## src/rtl/mac_accumulator.sv

```systemverilog
// Dot-product frame accumulator: sums unsigned 4x4 multiplier products into a 12-bit total.
// A frame is closed by p_last or by the 16-beat length limit, and the result is held until it is taken.
module mac_accumulator (
  input  logic        clk,
  input  logic        reset,
  input  logic [7:0]  p_in,
  input  logic        p_valid,
  input  logic        p_last,
  output logic        p_ready,
  output logic [11:0] sum_out,
  output logic [4:0]  sum_count,
  output logic        sum_trunc,
  output logic        sum_valid,
  input  logic        sum_ready
);

  // state | meaning
  // ACC   | accepting products, sum_out/sum_count show the running partial result
  // HOLD  | frame closed, result presented until sum_ready
  typedef enum logic {ACC, HOLD} state_t;

  state_t      state;
  logic [11:0] acc;
  logic [4:0]  cnt;
  logic        trunc;
  logic        accept;
  logic        close;

  assign accept = (state == ACC) && p_valid;
  // The 16th beat closes the frame even without p_last; 16 x 225 fits in 12 bits, so no wrap check.
  assign close  = p_last || (cnt == 5'd15);

  always_ff @(posedge clk) begin
    if (reset) begin
      state     <= ACC;
      acc       <= '0;
      cnt       <= '0;
      trunc     <= 1'b0;
      sum_valid <= 1'b0;
      p_ready   <= 1'b1;
    end else begin
      case (state)
        ACC: begin
          if (accept) begin
            acc <= acc + {4'b0000, p_in};
            cnt <= cnt + 5'd1;
            if (close) begin
              state     <= HOLD;
              trunc     <= ~p_last;
              sum_valid <= 1'b1;
              p_ready   <= 1'b0;
            end
          end
        end
        HOLD: begin
          if (sum_ready) begin
            state     <= ACC;
            acc       <= '0;
            cnt       <= '0;
            trunc     <= 1'b0;
            sum_valid <= 1'b0;
            p_ready   <= 1'b1;
          end
        end
        default: begin
          state     <= ACC;
          acc       <= '0;
          cnt       <= '0;
          trunc     <= 1'b0;
          sum_valid <= 1'b0;
          p_ready   <= 1'b1;
        end
      endcase
    end
  end

  assign sum_out   = acc;
  assign sum_count = cnt;
  assign sum_trunc = trunc;

endmodule

```

## config.mk

```make
export PLATFORM = sky130hd
export DESIGN_NAME = mac_accumulator
export DESIGN_NICKNAME = d
export VERILOG_FILES = /design/src/rtl/mac_accumulator.sv
export SDC_FILE = /design/constraint.sdc
export NUM_CORES = 1
export LEC_CHECK = 0
export ABC_CLOCK_PERIOD_IN_PS = 2300
export CORE_ASPECT_RATIO = 1.1
export CORE_MARGIN = 2
export CORE_UTILIZATION = 42
export DETAILED_ROUTE_END_ITERATION = 8
export PLACE_DENSITY = 0.71
export SYNTH_ARGS = -nofsm -noshare
export SYNTH_HDL_FRONTEND = slang
export SYNTH_SLANG_ARGS = --single-unit
export TNS_END_PERCENT = 20
```

## constraint.sdc

```tcl
create_clock -name clk -period 2.3 [get_ports clk]
set_input_delay 0.575 -clock clk [delete_from_list [all_inputs] [get_ports clk]]
set_output_delay 0.575 -clock clk [all_outputs]
set_load 0.03 [all_outputs]
```

==> results of run 1 <==
metrics by stage:
step           cell area (um2)  power, mW  TNS (ns)
4_1_cts                   1600      0.944         0
3_5_place_dp              1560      0.760     -1.66
6_report                  1600      0.932         0
2_1_floorplan             1130      0.626         0
5_1_grt                   1600      0.993         0
3_3_place_gp              1560      0.753     -1.37
kinds of logic after synthesis:
logic type	share of synthesized area (%)
buffers and inverters	1.77
AND/OR/NAND/NOR	16.0
adder cells (fa/ha/maj)	12.8
AO/OA/AOI/OAI	25.9
XOR/XNOR	5.42
flip-flops	37.2
multiplexers	0.885
routing by layer:
metal / global-route usage, % / wire, um / up-vias
met4: 9.89 / 31 / 0
met2: 34.6 / 1380 / 18
met3: 3.05 / 80 / 2
met5: 0 / 0 / -
met1: 24.0 / 1170 / 495
li1: - / - / 545
tightest hold or removal path: stages, from the launching register on:
cell and delay [ns]:
dfxtp_1 0.33, nand2_1 0.05, nand2_1 0.04
worst max-delay path by stage:
stage	start	endpoint	slack, ns	cells past startpoint
after floorplan	p_in[0]	sum_out[8]$_SDFFE_PP0P_	0.07	7
after global placement	p_in[0]	sum_out[8]$_SDFFE_PP0P_	-0.36	8
after detailed placement	p_in[0]	sum_out[8]$_SDFFE_PP0P_	-0.43	8
after CTS	p_in[0]	sum_out[8]$_SDFFE_PP0P_	0.12	8
after global routing	p_in[4]	sum_out[11]$_SDFFE_PP0P_	0.01	7
final	p_in[0]	sum_out[8]$_SDFFE_PP0P_	0.11	8
area by class of cell:
class | count | area (um2)
inverters | 2 | 7.51
fillers | 244 | 921
repair buffers | 44 | 409
clock buffers | 3 | 22.5
multi-input cells | 95 | 696
flip-flops and latches | 21 | 420
clock inverters | 1 | 5.00
well taps | 31 | 38.8
synthesized netlist by cell type, types with 2 or more instances:
library cell | instances | share of area (%)
o21ai_0 | 3 | 1.3
xnor2_1 | 4 | 3.1
a21o_1 | 3 | 2.0
dfxtp_1 | 21 | 37
nand4_1 | 3 | 1.7
a22oi_1 | 5 | 3.3
ha_1 | 10 | 11
o211ai_1 | 2 | 1.3
nand2_1 | 9 | 3.0
a211oi_1 | 2 | 1.3
or3_1 | 2 | 1.1
nor2_1 | 12 | 4.0
inv_1 | 2 | 0.66
xor2_1 | 3 | 2.3
clkbuf_1 | 2 | 0.66
a21oi_1 | 9 | 4.0
a32o_1 | 5 | 4.4
nand3_1 | 2 | 0.88
o21ai_2 | 2 | 1.5
and3_1 | 3 | 1.7
nand2b_1 | 3 | 1.7
flip-flops by register name, indices dropped and copies added (netlist names):
signal and cells:
sum_trunc 1, state 1, p_ready 1, sum_count 5, sum_valid 1, sum_out 12
layout by cell type, fill, tap and decap left out, drive strengths merged, types with 3 or more instances in the layout:
| cell type | count |
|---|---|
| and3 | 3 |
| a21o | 3 |
| dfxtp | 21 |
| nand2b | 3 |
| ha | 10 |
| xor2 | 3 |
| nand2 | 9 |
| a32o | 5 |
| a211oi | 3 |
| a21oi | 9 |
| nor2 | 12 |
| o21ai | 5 |
| clkdlybuf4s50 | 31 |
| xnor2 | 4 |
| clkbuf | 3 |
| a22oi | 5 |
| buf | 12 |
| nand4 | 3 |
timing repair:
item                                    4_1_cts  5_1_grt
buffers inserted                              1        0
endpoints found under the setup margin        2        0
hold endpoints to repair                      0        0
resized for setup                             3        0
report_power, final:
| group | internal (mW) | switching (mW) | leakage, nW | total, mW |
|---|---|---|---|---|
| clock network | 0.0649 | 0.112 | 0.0177 | 0.177 |
| registers | 0.389 | 0.0225 | 0.172 | 0.412 |
| logic | 0.166 | 0.178 | 0.472 | 0.343 |
| total | 0.620 | 0.313 | 0.662 | 0.932 |
==> qor.csv, run 1 <==
metric,value,unit
outcome,finished clean,
Worst-path clk slew,0.12,ns
Hold Crit Class,reg -> reg,
startpoint types,primary input,
Mapped Cells,121,
fin crit period,2.19,ns
Rel. slew slack,71.5,%
number of global-route vias before repair,1079,
Ant. Diodes,0,
final cell count without fillers,197,
total grt overflow,0,
pre-CTS WS,-0.428,ns
std cell rows,19,
Inserted Clock Buffers,3,
layout cells sized above 1,14.5,%
Hold EP,p_ready$_SDFFE_PP1P_,
Fin Hold WS,0.455,ns
core area,2520,um2
Placed Cells,192,
crit end category,register,
worst vdd ir,0.463,mV
Worst Slack Setup Final,0.114,ns
Yosys Warn Count,0,
Synth Flop Type,dfxtp_1,
max_cap viols,0,
final core utilization,63.5,%
Setup Crit Path Kind,in -> reg,
largest net degree at the start of global routing,16,
DR pass1 iterations,4,
R2R setup slack,0.29,ns
CTS root buf,clkbuf_4,
post-synthesis cell type count,35,
number of synthesized register bits,21,
CTS Sinks,21,
drt drc,0,
Worst R2R Start,sum_out[0]$_SDFFE_PP0P_,
critical path peak fanout,2,
largest stage delay on the critical path,0.39,ns
first-pass GRT wire length,4.67,mm
gpl congestion,0.800,
Initial Util,44.9,%
worst slew pin tran,0.425,ns
Mapped Nets,145,
post-synthesis sequential area ratio,37.2,%
Fin. Hold Viols,0,
vias per cell,5.38,
final net count,191,
CTS HTree Levels,1,
final setup fails,0,
pins over their slew limit,0,
Worst-Skew Late Latency,0.30,ns
asr flop ratio synth,0,%
worst path cell trace,dlygate4sd2_1 -> ha_2 -> fa_2 -> a21o_1 -> a211oi_2 -> o21ai_2 -> a2111oi_2 -> a31o_1,
Top Ports,33,
I/O Buffers,32,
"delay-heaviest family, CP",compound AO/OA/AOI/OAI gates,
Die H,58.4,um
Worst EP required,2.56,ns
Tot GR Track Use,20.1,%
dpl hpwl,2.05,mm
cell area after synthesis,1130,um2
Leakage,0.662,nW
CTS tree,built,
Die X,53.5,um
clk buf depth,2,
WL/cell,13.5,um
"Slowest-stage cell, CP",fa_2,
die area,3120,um2
"Arr. time, crit path",2.45,ns
Reg2Reg Capture Point,sum_out[8]$_SDFFE_PP0P_,
Power per Cell Area,583,nW/um2
cts hold-fix bufs,0,
vias post-DR,1060,
Synth Area per Inst,9.35,um2
"EDFF count, synth",0,
Max Clk Rate,0.458,GHz
Critical path buffers and inverters,1,
"Period Utilization, post-route",95.0,%
Worst Clk Skew,0.00914,ns
area delta synth->final,41.4,%
Worst Reg-to-Reg Cells,7,
initial antenna violation count,0,
1st-iter DRT viols,12,
Final ANT Viol Nets,0,
Min-Delay Startpoint,p_ready$_SDFFE_PP1P_,
Post-Route WL,2.66,mm
hold depth,2,
unrepaired setup endpoints after global routing,no,
Note: power is estimated with default switching activity, not from simulation.
==> run 2: changes to the inputs <==
- TNS_END_PERCENT: 20 -> 30
==> results of run 2 <==
Same layout as run 1: the final DEF is identical, and so are final timing and power.
